File: src/rtl/lsu_axil_watchdog.sv
// Busy-cycle watchdog; expired is high in the TIMEOUT_CYCLES-th busy cycle.
// Used by lsu_axil_master only when LSU_AXIL_MASTER_TIMEOUT_EN is defined.
module lsu_axil_watchdog #(
   parameter int unsigned TIMEOUT_CYCLES = 255
) (
   input  logic clock,
   input  logic reset,
   input  logic busy,
   input  logic clear,
   output logic expired
);

   localparam int unsigned     CNT_W = $clog2(TIMEOUT_CYCLES + 1);
   localparam logic [CNT_W-1:0] LIMIT = CNT_W'(TIMEOUT_CYCLES);

   logic [CNT_W-1:0] count_q;

   // Count busy cycles, saturating at the limit
   always_ff @(posedge clock or posedge reset) begin
      if (reset) begin
         count_q <= '0;
      end else if (clear) begin
         count_q <= '0;
      end else if (busy && (count_q != LIMIT)) begin
         count_q <= count_q + CNT_W'(1);
      end
   end

   // count_q holds completed busy cycles, so the current cycle is count_q+1
   assign expired = busy && (count_q >= (LIMIT - CNT_W'(1)));

endmodule

File: config.mk
export PLATFORM = sky130hd
export DESIGN_NAME = lsu_axil_watchdog
export DESIGN_NICKNAME = d
export VERILOG_FILES = /design/src/rtl/lsu_axil_watchdog.sv
export SDC_FILE = /design/constraint.sdc
export NUM_CORES = 1
export LEC_CHECK = 0
export CAP_MARGIN = 20
export CORE_MARGIN = 4
export CORE_UTILIZATION = 36
export DETAILED_ROUTE_END_ITERATION = 12
export HOLD_SLACK_MARGIN = 0.08
export PLACE_DENSITY_LB_ADDON = 0.1
export SKIP_CTS_REPAIR_TIMING = 1
export SLEW_MARGIN = 20
export SYNTH_ARGS = -nofsm -noshare
export SYNTH_HDL_FRONTEND = slang
export SYNTH_SLANG_ARGS = --single-unit
File: constraint.sdc
create_clock -name clock -period 3.6 [get_ports clock]
set_input_delay 0.36 -clock clock [delete_from_list [all_inputs] [get_ports clock]]
set_output_delay 0.36 -clock clock [all_outputs]
set_load 0.005 [all_outputs]
# Yosys cells after proc, flatten, opt, wreduce, memory -nomap -nowiden
# Index checks and enable logic that the tools add are counted.
# op_classes
n_addsub,1
magnitude_cmp,1
n_eq_ne,1
n_mux,2
n_reduce_logical,3
# op_table
cell,n
8-bit 2-to-1 mux,2
8-bit by 1-bit adder with 8-bit output (second input constant),1
8-bit greater-or-equal comparator (second input constant),1
8-bit != test (second input constant),1
1-bit logical AND,2
2-bit nonzero test,1
# totals
register_bits,8
inputBits,4
output_inout_bits,1
wordCells,9

# Depth between registers and ports, before layout
# Gate-level depths: netlist of run 1.
# depth
ltp_word,4
ltp_mapped,5
ltp_nobuf,5

# Worst setup path before layout of run 1
# OpenSTA, ideal clock, no wires.
# synth_path
path_type,register to register
start,reg count_q[1]
end,reg count_q[5]
setup_time_ns,0.128
t_arrival_ns,1.249
t_required_ns,3.472
path_slack_ns,2.224
path_stages_with_launch,5
n_path_buf,0
period_less_slack_ns,1.376
cell_sequence,dfrtp_1 > ha_1 > nand3_1 > o211ai_1 > mux2_1
# synth_via
elab_chain_len,3
elab_cells_between_ends,6
cone_classes,1 x add/sub; 1 x eq/ne; 2 x mux; 2 x reduce/logical
# synth_rtl
element,line,text
from (decl),16,logic [CNT_W-1:0] count_q;
from (signal assigned),25,count_q <= count_q + CNT_W'(1);
8-bit by 1-bit adder with 8-bit output / 8-bit != test (equally long branches),"25, 24",
8-bit 2-to-1 mux / 1-bit logical AND (equally long branches),24,end else if (busy && (count_q != LIMIT)) begin
8-bit 2-to-1 mux / 2-bit nonzero test (equally long branches),-,
# Parallel ways exist; a longest one is shown, timed or not. The select of a mux whose other input is x is not followed.
# A chain may end at the register's enable or synchronous reset.

# Final worst setup path of run 1
# layout_path
start,in busy
end,out expired
# layout_via
elab_chain_len,1
# layout_rtl
element,line,text
from (decl),8,"input logic busy,"
1-bit logical AND,30,assign expired = busy && (count_q >= (LIMIT - CNT_W'(1)));
to (decl),10,output logic expired
# No other way between the ends.

==> run metrics, run 1 <==
diode count 0; crit end category output port; share of cells above drive strength 1 0.1429; Clock Latency Late Sink approximately 0.26 ns; Core Area 0.001171 mm²; Die Span X roughly 44 µm; area leader, netlist dfrtp_1; Critical R2R Launch count_q[0]; flops & latches, synth 8; 1st-iter DRT viols 6; WL/cell 14.11 µm; # DRC 0; overall routed net length a little under 1000 µm; CTS tree yes; Longest Clk Path Bufs 2; status finished clean; TNS Setup 0 ns; kind of start point of the critical path primary input; worst r2r dst count_q[5]; Rel. slew slack 0.7697; PortBufs 4; fin. max-slew vios 0; hpwl dp 723.9 µm; Overall Power around 0.18 mW; CTS buffer count 3; Global Route Usage Sum 0.1254; met1 usage 0.1531; Antenna Nets Post-Route 0; Die ar. 0.001945 mm²; arrival time worst endpoint ~1.8 ns; Ports 5; Largest regs count_q: 8 flops; number of global-route vias before repair 400; Layout Nets 64; Biggest register count_q; area of the mapped netlist around 470 µm²; root buf cell clkbuf_4; Pwr Density approximately 340 mW/mm²; Critical Path RT between 3 and 4 ns; Finished Layout Cells 70; Setup CP Type in2out; Placer Congestion approximately 0.77; busiest grt layer met2; Vias/cell ~5.8; antenna violations before repair 0; largest net degree at the start of global routing 10; GRT overflow 0; hold crit path type in2async; Mapped Nets 56; RSZ-0062 raised after global routing false; die height ~44 µm; Sink Count 8; Worst Clk Skew 0.001940 ns; post-synthesis sequential area ratio 0.4267; M2 GR Usage 0.1948; FF-to-FF setup slack just over 2 ns; Worst-path clk slew ~0.05 ns; placed cell count 67; Crit Path Max Fanout 6; worst-margin pin slew 0.3444 ns; drt pass-1 iters 4; first-pass GRT wire length 1745 µm; final hold violations 0; maxcap violations 0; share of Yosys cell area claimed by the top area cell type 0.4267; Initial Util 0.4006; Mean Syn Cell Area roughly 9.4 µm²; Largest register FFs 8; Area Growth Syn to Fin 16.27%; worst setup path endpoint expired; Worst setup startpoint busy; Leakage around 0.22 nW; via count 405; final setup fails 0; min cycle time layout 2.175 ns; FF-to-FF path depth 4; Tcrit/Tclk final 0.6042; FMAX approximately 460 MHz; fillers around 120; met3 GRT Util 0.03659; # H-tree levels 1; worst vdd ir ~0.24 mV; Row Count 12; YS warnings 0; top cells by area, synth dfrtp_1, nor2_1, ha_1, nand3_1, xnor2_1; library cells used by synthesis 24; Post-Syn Instances 50
final cells by class:
| class | instances | area (µm²) | share of cell area |
|---|---|---|---|
| multi-input cells | 38 | 254.0 | 0.4656 |
| flip-flops and latches | 8 | 200.2 | 0.3670 |
| repair buffers | 4 | 40.04 | 0.07339 |
| clock buffers | 3 | 22.52 | 0.04128 |
| well taps | 14 | 17.52 | 0.03211 |
| inverters | 3 | 11.26 | 0.02064 |
worst min-delay path by stage:
| stage | from | cells after the start | endpoint |
|---|---|---|---|
| after floorplan | reset | 1 | count_q[0] |
| after global placement | count_q[7] | 1 | count_q[7] |
| after detailed placement | count_q[7] | 1 | count_q[7] |
| after CTS | reset | 2 | count_q[6] |
| after global routing | reset | 2 | count_q[1] |
| final | reset | 2 | count_q[6] |
logic make-up after synthesis:
family / count (synthesis) / synth area share
adders and majority gates: 2 / 0.05332
and+or+nand+nor: 24 / 0.2934
DFF: 8 / 0.4267
AOI/OAI and AO/OA: 9 / 0.1333
xor gates and xnor gates: 2 / 0.03734
muxes: 1 / 0.02400
buffers and inverters: 4 / 0.03199
Yosys cell counts:
library cell / number
xnor2_1: 2
buf_1: 1
nand3_1: 5
ha_1: 2
dfrtp_1: 8
inv_1: 3
a21oi_1: 2
o211ai_1: 1
nor2_2: 1
o21ai_0: 1
a311oi_1: 1
mux2_1: 1
a211oi_1: 2
o21a_1: 1
nand4_2: 1
nand2_1: 2
and4_1: 1
nor2b_1: 1
a41oi_1: 1
nor2_1: 7
nor3_2: 1
and4_2: 1
nand3_2: 1
nor3_1: 3
per-layer routing:
metal / wire length (µm) / part of all wire
met1: 446 / 0.45
met2: 484 / 0.49
met3: 29 / 0.029
met4: 29 / 0.029
met5: 0 / 0
power breakdown:
group          leakage, nW  switching (mW)  internal, mW
Combinational       0.0930         0.00919       0.00755
Sequential           0.110         0.00416        0.0924
Clock               0.0138          0.0320        0.0382
placed cells by master, fill, tap and decap left out, types with 2 or more instances in the layout:
cell type and instances:
dfrtp_1 8, nor2_1 7, nand3_1 5, clkdlybuf4s50_1 4
inv_1 3, nor3_1 3, clkbuf_4 3, nand2_1 2
xnor2_1 2, a211oi_1 2, a21oi_1 2, ha_1 2
metrics by stage:
step,area [µm²],hold slack [ns],setup slack [ns],utilization
after CTS,545.5,0.3612,1.418,0.4658
after detailed placement,523.0,0.5376,1.416,0.4466
after global placement,523.0,0.5144,1.446,0.4466
after floorplan,469.2,0.1757,2.224,-
after global routing,545.5,0.3824,1.372,0.4658
final,545.5,0.3500,1.425,0.4658
critical path: stages:
cell and delay [ns]:
clkdlybuf4s50_1 0.58, nand3_2 0.15, nor3_1 0.20, clkdlybuf4s50_1 0.53
(Power assumes the default switching activity.)
==> run 2, diff against run 1 <==
Clock period 3.6 ns to 2.2 ns, I/O delays scaled along.
==> results of run 2 <==
The final DEF is identical to that of run 1. Status: finished clean.
Main changes from that run: final weighted congestion in routability-driven placement 0.7699 -> 0.7698; setup slack after placement 1.416 ns -> 0.2958 ns; setup slack after layout 1.425 ns -> 0.3047 ns; hold slack 0.3500 ns -> 0.2100 ns; register-to-register setup slack 2.05 ns -> 0.65 ns; total power 0.1836 mW -> 0.3004 mW; worst IR drop on VDD 0.2426 mV -> 0.3969 mV
